**src/rtl/tky_pkg.sv**
```systemverilog
// Shared types and helpers for the tweakey update block.
// The RDBK state exists only when TKY_READBACK_EN is defined.
package tky_pkg;

    localparam int BUS_W_8  = 8;
    localparam int BUS_W_16 = 16;
    localparam int BUS_W_32 = 32;
    localparam int BUS_W_64 = 64;

    typedef enum logic [1:0] {
        ST_IDLE,
        ST_LOAD,
        ST_READY
`ifdef TKY_READBACK_EN
        ,
        ST_RDBK
`endif
    } state_t;

    typedef enum logic [1:0] {
        OP_HOLD,
        OP_SHIFT,
        OP_ENC,
        OP_DEC
    } word_op_t;

    function automatic int calc_nw(input int tk_w, input int bus_w);
        return tk_w / bus_w;
    endfunction

    function automatic bit bus_w_legal(input int w);
        return (w == BUS_W_8) || (w == BUS_W_16) || (w == BUS_W_32) || (w == BUS_W_64);
    endfunction

endpackage

```
**src/rtl/tky_word_reg.sv**
```systemverilog
// One BUS_W slice of the tweakey register: hold, shift-in, forward or inverse update.
module tky_word_reg
    import tky_pkg::*;
#(
    parameter int BUS_W = 32
) (
    input  logic             clk,
    input  logic             rst,
    input  word_op_t         op,
    input  logic [BUS_W-1:0] shift_in,
    input  logic [BUS_W-1:0] enc_in,
    input  logic [BUS_W-1:0] dec_in,
    output logic [BUS_W-1:0] q
);

    always_ff @(posedge clk) begin
        if (rst) begin
            q <= '0;
        end else begin
            case (op)
                OP_SHIFT: q <= shift_in;
                OP_ENC:   q <= enc_in;
                OP_DEC:   q <= dec_in;
                default:  q <= q;
            endcase
        end
    end

endmodule

```
**src/rtl/tky_update_param.sv**
```systemverilog
// Tweakey register with serial load, per-round forward/inverse update and, when
// TKY_READBACK_EN is defined, a non-destructive rotating readback port.
//
// state    | meaning
// ---------+--------------------------------------------------------------
// IDLE     | no valid key; enc/dec ignored
// LOAD     | accepting NW words, each shifts tky up one word
// READY    | full key present; enc/dec update tky
// RDBK     | key rotates out one word per pdo beat, restored after NW beats
module tky_update_param
    import tky_pkg::*;
#(
    parameter int BUS_W = 32,
    parameter int TK_W  = 128
) (
    input  logic             clk,
    input  logic             rst,
    input  logic             start_load,
    input  logic [BUS_W-1:0] pdi_data,
    input  logic             pdi_valid,
    output logic             pdi_ready,
    input  logic             enc,
    input  logic             dec,
    input  logic [TK_W-1:0]  skinny_tky,
    input  logic [TK_W-1:0]  skinny_tky_revert,
    output logic [TK_W-1:0]  tky,
    output logic             loaded
`ifdef TKY_READBACK_EN
    ,
    input  logic             rd_start,
    output logic [BUS_W-1:0] pdo_data,
    output logic             pdo_valid,
    input  logic             pdo_ready
`endif
);

    localparam int NW    = calc_nw(TK_W, BUS_W);
    localparam int CNT_W = $clog2(NW + 1);

    if (!bus_w_legal(BUS_W) || (TK_W % BUS_W) != 0 || NW < 1) begin : g_bad_cfg
        $error("tky_update_param: illegal BUS_W/TK_W combination");
    end

    state_t           state, state_nxt;
    logic [CNT_W-1:0] cnt, cnt_nxt;
    word_op_t         op;
    logic [BUS_W-1:0] word0_in;
    logic [BUS_W-1:0] top_word;
    logic             last_beat;

    assign top_word  = tky[TK_W-1 -: BUS_W];
    assign last_beat = (cnt == CNT_W'(NW - 1));

    always_ff @(posedge clk) begin
        if (rst) begin
            state <= ST_IDLE;
            cnt   <= '0;
        end else begin
            state <= state_nxt;
            cnt   <= cnt_nxt;
        end
    end

    // Counter only advances on the beat that can still be below NW, so it saturates at NW.
    always_comb begin
        state_nxt = state;
        cnt_nxt   = cnt;
        if (start_load) begin
            state_nxt = ST_LOAD;
            cnt_nxt   = '0;
        end else begin
            case (state)
                ST_LOAD: begin
                    if (pdi_valid) begin
                        cnt_nxt = cnt + CNT_W'(1);
                        if (last_beat) state_nxt = ST_READY;
                    end
                end
`ifdef TKY_READBACK_EN
                ST_READY: begin
                    if (rd_start) begin
                        state_nxt = ST_RDBK;
                        cnt_nxt   = '0;
                    end
                end
                ST_RDBK: begin
                    if (pdo_ready) begin
                        cnt_nxt = cnt + CNT_W'(1);
                        if (last_beat) state_nxt = ST_READY;
                    end
                end
`endif
                default: ;
            endcase
        end
    end

    always_comb begin
        pdi_ready = (state == ST_LOAD);
        loaded    = (state == ST_READY);
        op        = OP_HOLD;
        word0_in  = pdi_data;
`ifdef TKY_READBACK_EN
        pdo_valid = (state == ST_RDBK);
        pdo_data  = (state == ST_RDBK) ? top_word : '0;
`endif
        if (!start_load) begin
            case (state)
                ST_LOAD: begin
                    if (pdi_valid) op = OP_SHIFT;
                end
                ST_READY: begin
                    if (enc)      op = OP_ENC;
                    else if (dec) op = OP_DEC;
`ifdef TKY_READBACK_EN
                    if (rd_start) op = OP_HOLD;
`endif
                end
`ifdef TKY_READBACK_EN
                // Rotation reuses the load shift path with the top word fed back into word 0.
                ST_RDBK: begin
                    if (pdo_ready) begin
                        op       = OP_SHIFT;
                        word0_in = top_word;
                    end
                end
`endif
                default: ;
            endcase
        end
    end

    for (genvar k = 0; k < NW; k++) begin : g_word
        logic [BUS_W-1:0] shift_in;
        if (k == 0) begin : g_first
            assign shift_in = word0_in;
        end else begin : g_rest
            assign shift_in = tky[(k-1)*BUS_W +: BUS_W];
        end
        tky_word_reg #(.BUS_W(BUS_W)) u_word (
            .clk      (clk),
            .rst      (rst),
            .op       (op),
            .shift_in (shift_in),
            .enc_in   (skinny_tky[k*BUS_W +: BUS_W]),
            .dec_in   (skinny_tky_revert[k*BUS_W +: BUS_W]),
            .q        (tky[k*BUS_W +: BUS_W])
        );
    end

endmodule

```
**config.mk**
```make
export PLATFORM = sky130hd
export DESIGN_NAME = tky_update_param
export DESIGN_NICKNAME = d
export VERILOG_FILES = /design/src/rtl/tky_pkg.sv /design/src/rtl/tky_word_reg.sv /design/src/rtl/tky_update_param.sv
export SDC_FILE = /design/constraint.sdc
export NUM_CORES = 1
export LEC_CHECK = 0
export BUFFER_PORTS_ARGS = -buffer_cell sky130_fd_sc_hd__buf_4
export CELL_PAD_IN_SITES_DETAIL_PLACEMENT = 0
export CELL_PAD_IN_SITES_GLOBAL_PLACEMENT = 1
export CORE_AREA = 8 8 161 163
export DETAILED_ROUTE_END_ITERATION = 16
export DIE_AREA = 0 0 169 171
export MAX_ROUTING_LAYER = met4
export PLACE_DENSITY_LB_ADDON = 0.1
export RECOVER_POWER = 100
export SLEW_MARGIN = 40
export SYNTH_ARGS = -nofsm -noshare
export SYNTH_HDL_FRONTEND = slang
export SYNTH_SLANG_ARGS = --single-unit
```
**constraint.sdc**
```tcl
create_clock -name clk -period 2.65 [get_ports clk]
set_clock_uncertainty 0.05 [all_clocks]
set_input_delay 0.265 -clock clk [delete_from_list [all_inputs] [get_ports clk]]
set_output_delay 0.265 -clock clk [all_outputs]
set_load 0.005 [all_outputs]
```
==> results.py <==
metrics = {
    "yosys": {
        "ys.flop_type": "dfxtp_1",
        "synth_top_area_share_pct": 35.27,
        "synthSimpleGateAreaFrac_pct": 13.46,
        "synthCells": 743,
        "syn_area_per_cell_sq_um": 10.16,
        "synthMuxAreaShare_pct": 17.10,
        "ys_top_cells_by_area": "dfxtp_1 35%, a2111oi_2 24%, mux2i_1 17%",
        "synth_compound_area_share_pct": 25.62,
        "netlist_area_sq_um": 7550,
        "yosysWarnings": 0,
        "async_flop_share_pct": 0,
        "syn-num-nets": 1041,
        "synth_xor_area_share_pct": 0.1160,
        "ys_types": 25,
        "synth_seq_area_share_pct": 35.27,
        "synthAdderAreaFrac_pct": 0.6629,
        "yosys.area.top_type": "dfxtp_1",
        "synth-seq-cells": 133,
        "synth-edff-count": 0,
        "synth_top_family_by_area": "compound AO/OA/AOI/OAI gates",
    },
    "worst_setup_path": {
        "worst_path_max_delay_cell": "a2111oi_0",
        "cpPeakStageDelay_ns": 0.47,
        "crit_path_cell_trace": "inv_1 > ha_1 > or2_0 > a21oi_4 > buf_12 > nor2_1 > a2111oi_0",
        "required_ns": 2.87,
        "critical_path_arrival_ns": 2.52,
        "cp-start-kind": "register",
        "crit_type": "register to register",
        "critPathCaptureType": "register",
        "crit_fanout": 66,
    },
    "floorplanning": {
        "die_h_um": 171,
        "die_x_um": 169,
        "die_area_sq_um": 28900,
        "fp.coreArea_sq_um": 23260,
        "start_util_pct": 32.45,
        "rows": 56,
        "io-pin-count": 424,
    },
    "sta": {
        "maxSlewViolCount": 0,
        "fin_crit_ns": 2.297,
        "setup_ws_ns": 0.3534,
        "maxSlewHeadroom_pct": 68.75,
        "tightest_slew_ns": 0.4570,
        "finalHoldViolCount": 0,
        "rsz0062_at_grt": "false",
        "setup_tns_ns": 0,
        "period_share_pct": 86.66,
        "finalSetupViolations": 0,
        "max_freq_mhz": 435.4,
    },
    "global_route": {
        "grt_pass1_vias": 7720,
        "overflow": 0,
        "antenna_found_initial": 0,
        "grt_start_max_net_pins": 82,
        "grt_pass1_wl_um": 46090,
        "grt_usage_pct": 21.46,
    },
    "placed_design": {
        "post-place-ws_ns": 0.5119,
        "place_congestion": 0.7819,
        "portBuffers": 423,
        "dp_hpwl_um": 24040,
    },
    "power_and_ir_drop": {
        "clock_power_share_pct": 48.4,
        "switchingPower_uw": 1294,
        "ir_drop_uv": 301.2,
        "internal-power_uw": 4244,
        "seqPwrFrac_pct": 37.6,
        "p_per_area_nw_per_um2": 526.7,
        "p_comb_share_pct": 14.0,
        "swShare_pct": 23.36,
        "leakage_uw": 0.004273,
    },
    "run": {
        "maxCapViolCount": 0,
    },
    "drt": {
        "drc": 0,
        "drtIter0Drc": 346,
        "antenna_left": 0,
        "vias_per_cell": 4.864,
        "routed_wirelength_um": 31300,
        "drt_pass1_iterations": 4,
        "vias": 7116,
        "routedWlPerCell_um": 21.39,
    },
    "finish": {
        "nets": 1429,
        "num_antenna_cells": 0,
        "fillers": 2481,
        "drive_gt1_share_pct": 35.14,
        "syn2layout_area_growth_pct": 39.26,
    },
    "clock_tree": {
        "cts.path.max_buffers": 2,
        "cts_setup_buffers": 0,
        "cts_tree": "done",
        "cts-htree-levels": 4,
        "cts_resized": 0,
        "cts-root-buf": "clkbuf_16",
        "clk_latency_ns": 0.42,
        "clkTransAtPathRegs_ns": 0.06,
        "clock_sinks": 133,
        "cts-hold-fix-buffers": 1,
        "cts_made_buffers": 17,
    },
    "worst_hold_path": {
        "hold_path.class": "input port to register",
    },
    "status": {
        "status": "completed",
    },
}
[placed cells by master (no fill, tap or decap)]
cell,count
and2_0,1
clkbuf_16,17
o21ai_2,1
clkinvlp_4,3
buf_12,9
clkbuf_4,38
a21oi_4,1
dlygate4sd3_1,1
nor2_1,258
xnor2_1,1
buf_16,1
bufinv_16,5
a2111oi_2,18
a21oi_1,1
mux2i_1,129
nand3b_1,1
a211oi_1,1
o21ai_4,1
nor2_4,1
a2111oi_0,111
dfxtp_1,133
nand2_1,3
ha_1,4
or2_0,1
buf_4,299
clkbuf_1,92
nor3_1,2
clkbuf_8,4
clkinv_2,2
clkinv_4,2
inv_1,3
[per-layer routing]
metal / vias up / GRT usage [%] / part of all wire [%] / wire length [um]
li1: 3498 / - / - / -
met1: 3346 / 25.43 / 43 / 13580
met2: 245 / 35.84 / 49 / 15320
met3: 27 / 5.600 / 6.4 / 1998
met4: 0 / 5.425 / 1.3 / 395
met5: - / - / 0 / 0
[cells in the mapped netlist (all sizes together) (2+ instances only)]
cell     instances
nand2            3
a21oi            2
inv              3
ha               4
o21ai            2
a2111oi        129
nor3             2
dfxtp          133
buf             58
clkbuf          14
nor2           259
mux2i          129
[power by group through the flow]
stage	Sequential, uW	Clock, uW	Combinational [uW]
2_1_floorplan	2120	0	412
3_3_place_gp	2130	0	887
3_5_place_dp	2130	0	891
4_1_cts	2080	2730	895
5_1_grt	2090	2820	844
6_report	2080	2680	775
[through the flow]
step                instances  area, sq um  utilization (%)  power [uW]  hold slack (ns)
floorplan                 743         7550                -        2534           0.2878
global placement         1429        10800            46.41        3014           0.4355
detailed placement       1429        10800            46.41        3019           0.4361
CTS                      1462        11470            49.32        5707          0.07311
global route             1463        10510            45.20        5754          0.08898
finish                   1463        10510            45.20        5538          0.08521
[kinds of logic (layout without fill, tap and decap cells)]
| group | after synthesis | count (layout) |
|---|---|---|
| AO/OA/AOI/OAI | 134 | 134 |
| multiplexers | 129 | 129 |
| XOR/XNOR | 1 | 1 |
| AND/OR/NAND/NOR | 267 | 267 |
| flip-flops | 133 | 133 |
| adder cells (fa/ha/maj) | 4 | 4 |
| buffers and inverters | 75 | 476 |
[final cells by class]
type | count | area [sq um] | share of cell area, %
multi-input cells | 535 | 3667 | 34.88
repair buffers | 441 | 3107 | 29.55
flip-flops and latches | 133 | 2663 | 25.32
clock buffers | 20 | 466.7 | 4.439
well taps | 319 | 399.1 | 3.796
clock inverters | 12 | 200.2 | 1.904
inverters | 3 | 11.26 | 0.1071
[worst paths after layout]
kind	from	endpoint	slack, ns	cells past startpoint
hold reg to reg	state[1]	state[1]	0.44	2
hold / removal	pdi_data[0]	g_word[0].u_word.q[0]	0.09	3
setup / recovery	state[0]	g_word[0].u_word.q[16]	0.35	7
setup reg to reg	state[0]	g_word[0].u_word.q[16]	0.35	7
[critical path, delay by kind of cell (launching register included)]
| kind | cells | cell delay (ns) |
|---|---|---|
| adder cells (fa/ha/maj) | 1 | 0.27 |
| buffers and inverters | 2 | 0.36 |
| AO/OA/AOI/OAI | 2 | 0.70 |
| AND/OR/NAND/NOR | 2 | 0.38 |
| flip-flops | 1 | 0.36 |
[registers in the layout, indices dropped and copies added, names as in the netlist]
register	cells
g_word.u_word.q	128
cnt	3
state	2
No activity file was read; power rests on OpenSTA's default activity.
